$ cat config.mk
export PLATFORM = sky130hd
export DESIGN_NAME = adder
export DESIGN_NICKNAME = d
export VERILOG_FILES = /design/src/rtl/adder.sv
export SDC_FILE = /design/constraint.sdc
export NUM_CORES = 1
export LEC_CHECK = 0
export ABC_AREA = 1
export BUFFER_PORTS_ARGS = -buffer_cell sky130_fd_sc_hd__buf_2
export CAP_MARGIN = 20
export CORE_MARGIN = 2
export CORE_UTILIZATION = 25
export DETAILED_ROUTE_END_ITERATION = 10
export HOLD_SLACK_MARGIN = 0.03
export PLACE_DENSITY = 0.52
export SYNTH_ARGS = -nofsm -noshare
export SYNTH_HDL_FRONTEND = slang
export SYNTH_SLANG_ARGS = --single-unit
$ cat constraint.sdc
create_clock -name clk -period 2.1 [get_ports clk]
set_clock_uncertainty 0.2 [all_clocks]
set_input_delay 0.21 -clock clk [delete_from_list [all_inputs] [get_ports clk]]
set_output_delay 0.21 -clock clk [all_outputs]
set_load 0.02 [all_outputs]
$ cat src/rtl/adder.sv
// Registered WIDTH-bit adder with carry-in, carry-out, signed overflow and zero flags.
// The carry chain uses 4-bit carry-lookahead groups that ripple from group to group.
module adder #(
  parameter int WIDTH = 8
) (
  input  logic             clk,
  input  logic             rst,
  input  logic [WIDTH-1:0] a,
  input  logic [WIDTH-1:0] b,
  input  logic             ci,
  input  logic             in_valid,
  output logic [WIDTH-1:0] sum,
  output logic             c,
  output logic             ovf,
  output logic             zero,
  output logic             out_valid
);

  localparam int NG = WIDTH / 4;

  logic [WIDTH-1:0] gen, prop;
  logic [WIDTH-1:0] sum_next;
  logic             c_next;
  logic             c_in_msb;
  logic             carry;
  logic [3:0]       gb, pb;
  logic             c1, c2, c3;
  logic             grp_g, grp_p;

  assign gen  = a & b;
  assign prop = a ^ b;

  // Each group resolves its internal carries from its own carry-in; only the
  // group carry-out (G | P & cin) travels on to the next group.
  always_comb begin
    carry    = ci;
    sum_next = '0;
    c_in_msb = 1'b0;
    gb       = '0;
    pb       = '0;
    c1       = 1'b0;
    c2       = 1'b0;
    c3       = 1'b0;
    grp_g    = 1'b0;
    grp_p    = 1'b0;
    for (int k = 0; k < NG; k++) begin
      gb = gen[4*k +: 4];
      pb = prop[4*k +: 4];
      c1 = gb[0] | (pb[0] & carry);
      c2 = gb[1] | (pb[1] & gb[0]) | (pb[1] & pb[0] & carry);
      c3 = gb[2] | (pb[2] & gb[1]) | (pb[2] & pb[1] & gb[0])
         | (pb[2] & pb[1] & pb[0] & carry);
      grp_g = gb[3] | (pb[3] & gb[2]) | (pb[3] & pb[2] & gb[1])
            | (pb[3] & pb[2] & pb[1] & gb[0]);
      grp_p = &pb;
      sum_next[4*k +: 4] = pb ^ {c3, c2, c1, carry};
      c_in_msb = c3;
      carry    = grp_g | (grp_p & carry);
    end
    c_next = carry;
  end

  always_ff @(posedge clk or posedge rst) begin
    if (rst) begin
      sum       <= '0;
      c         <= 1'b0;
      ovf       <= 1'b0;
      zero      <= 1'b1;
      out_valid <= 1'b0;
    end else begin
      out_valid <= in_valid;
      if (in_valid) begin
        sum  <= sum_next;
        c    <= c_next;
        ovf  <= c_next ^ c_in_msb;
        zero <= (sum_next == '0);
      end
    end
  end

endmodule

==> run_results.csv <==
group,metric,value,unit
critical_path,cp.depth,14,
power_and_ir_drop,p_leak,0.669,nW
critical_path,startpoint_type,"primary input",
global_routing,grt_pass1_vias,752,
critical_path,r2r-start,"zero",
timing,fmax,541,MHz
synth,synth_cell_types,20,
timing,rsz0062_at_grt,"false",
final_layout,layout.cells.most_common_list,"nand2_1 (34), buf_2 (31), inv_1 (16)",
cts,insertion_delay,0.28,ns
routing,routed_via_density,4.04,
critical_path,reg2reg_to,"zero",
synth,yosysTopAreaCell,"dfrtp_1",
cts,cts-root-buf,"clkbuf_4",
global_routing,grt_overflow,0,
synth,synthCells,115,
timing,fin_ws,0.250,ns
cts,cts_resized,0,
cts,cts_tree,"yes",
critical_path,reg2reg_slack,1.20,ns
timing,fin_crit_sh,88.1,%
routing,drc,0,
power_and_ir_drop,powerDensity,635,mW/mm2
synth,yosysWarnings,0,
final_layout,drive_above_1_share,30.8,%
critical_path,cp-end-kind,"flop",
critical_path,crit_family,"simple AND/OR/NAND/NOR gates",
final_layout,syn_to_final_growth,38.3,%
min_path,hp-start,"ci",
cts,post_cts_buffers,0,
power_and_ir_drop,power,746,uW
critical_path,crit_chain,"buf_2 -> ha_1 -> nand2_1 -> nand2_1 -> nand3_1 -> nand2_2 -> inv_1 -> fa_1 -> nand3_1 -> nor2_1 -> nand2_1 -> nor2_1 -> nand3_1 -> nand2_1",
cts,clk_path_buf_depth,2,
synth,ys_ff_latch,12,
final_layout,nNetsFinal,190,
job,drv_cap,0,
critical_path,crit_slowest_cell,"fa_1",
placed_design,post-place-cells,199,
critical_path,arrival,1.88,ns
critical_path,r2r_cells,2,
synth,syn_area_per_cell,7.39,um2
synth,yosysSeqAreaShare,35.5,%
cts,clock_sinks,12,
floorplan,ioPinCount,32,
critical_path,critPathLaunch,"a[0]",
global_routing,grt_antenna_before_repair,0,
critical_path,max_stage_delay,0.49,ns
global_routing,grt_pass1_wl,3.22,mm
critical_path,worstSetupPathType,"in2reg",
final_layout,nFillCells,377,
final_layout,final_common_cell,"nand2_1",
cts,htreeDepth,1,
synth,syn_area,850,um2
timing,finalCriticalPeriod,1.85,ns
floorplan,die-area,0.00388,mm2
placed_design,port_buffers,31,
critical_path,critPathBufInv,2,
final_layout,stdcell_count,205,
routing,first_pass_iters,4,
synth,synth_top_area_share,32.4,%
floorplan,dieWidth,62.3,um
floorplan,initial_core_util,25.7,%
floorplan,die_h,62.3,um
cts,clkSlewWorstSetupHoldPaths,0.08,ns
timing,setup_viol,0,
floorplan,coreArea,0.00331,mm2
routing,postRouteAntennaNets,0,
routing,routed_wl,1.84,mm
timing,worstMarginPinSlew,0.442,ns
timing,slew_viol_final,0,
timing,hold_viol_final,0,
global_routing,grt_use_total,10.0,%
final_layout,num_antenna_cells,0,
min_path,holdPathStages,4,
cts,hold_buffers,2,
global_routing,grt_max_degree,17,
routing,wl_per_cell,9.00,um
placed_design,dpl.hpwl,1.56,mm
routing,vias,828,
floorplan,rows,21,
cts,cts-buffers-inserted,3,
synth,syn_nets,145,
critical_path,cpMostUsedCell,"nand2_1",
power_and_ir_drop,vdd_drop_max,154,uV
placed_design,dp_slack,-0.0527,ns
critical_path,crit_end,"zero",
critical_path,crit_required,2.13,ns
placed_design,routabilityCongestion,0.732,
routing,drt_iter0_markers,26,
timing,fin_tns_setup,0,ns
outcome,status,"completed",
min_path,hold_class,"in2reg",
synth,synthTopCellsByArea,"dfrtp_1 (32%), nand2_1 (15%), ha_1 (12%)",
critical_path,crit_fanout,3,
timing,maxSlewHeadroom,70.5,%
[area by class of cell]
class / count / area (um2) / share of cell area [%]
Multi-Input combinational cell: 85 / 480 / 40.9
Sequential cell: 12 / 302 / 25.7
Timing Repair Buffer: 41 / 235 / 20.0
Tap cell: 46 / 57.6 / 4.90
Clock buffer: 4 / 36.3 / 3.09
Inverter: 17 / 63.8 / 5.43
[flip-flops by register name, summed over array words and instances, names as in the netlist]
name / flops
ovf: 1
out_valid: 1
sum: 8
zero: 1
c: 1
[synthesized netlist by cell type (all sizes together)]
library cell / number
a21o: 1
a21oi: 4
a31oi: 1
clkbuf: 1
dfrtp: 11
dfstp: 1
fa: 2
ha: 8
inv: 17
nand2: 37
nand3: 10
nand4: 1
nor2: 11
o21ai: 7
o21bai: 1
xnor2: 2
[through the flow]
stage	cell area [um2]	hold slack [ns]	utilization, %
after floorplan	850	-0.126	-
after global placement	1120	0.0252	33.8
after detailed placement	1120	0.0372	33.8
after CTS	1170	0.152	35.5
after global routing	1170	0.174	35.5
final	1170	0.158	35.5
[worst min-delay path: stages]
cell    delay [ns]
buf_2         0.10
fa_1          0.17
nor2_2        0.05
nor2_1        0.07
[power breakdown]
group	total [mW]	switching, mW	internal (mW)
clock	0.185	0.0793	0.106
sequential	0.282	0.0169	0.265
combinational	0.279	0.163	0.116
total	0.746	0.260	0.486
[worst min-delay path by stage]
| stage | end |
|---|---|
| final | sum[0] |
| after detailed placement | out_valid |
| after CTS | sum[0] |
| after global routing | sum[0] |
| after global placement | out_valid |
| after floorplan | c |
[per-layer routing]
layer / global-route usage (%) / up-vias / share of wire (%)
li1: - / 457 / -
met1: 13.3 / 342 / 50
met2: 15.8 / 26 / 42
met3: 1.63 / 3 / 5.8
met4: 5.00 / 0 / 1.8
met5: 0 / - / 0
[cells by family after synthesis]
logic type      Yosys count  synth area share (%)
buf+inv                  18                  7.95
fa+ha+maj                10                  16.5
flops                    12                  35.5
compound gates           14                  8.98
xor+xnor                  2                  2.06
simple gates             59                  29.0
No activity file was read; power rests on OpenSTA's default activity.
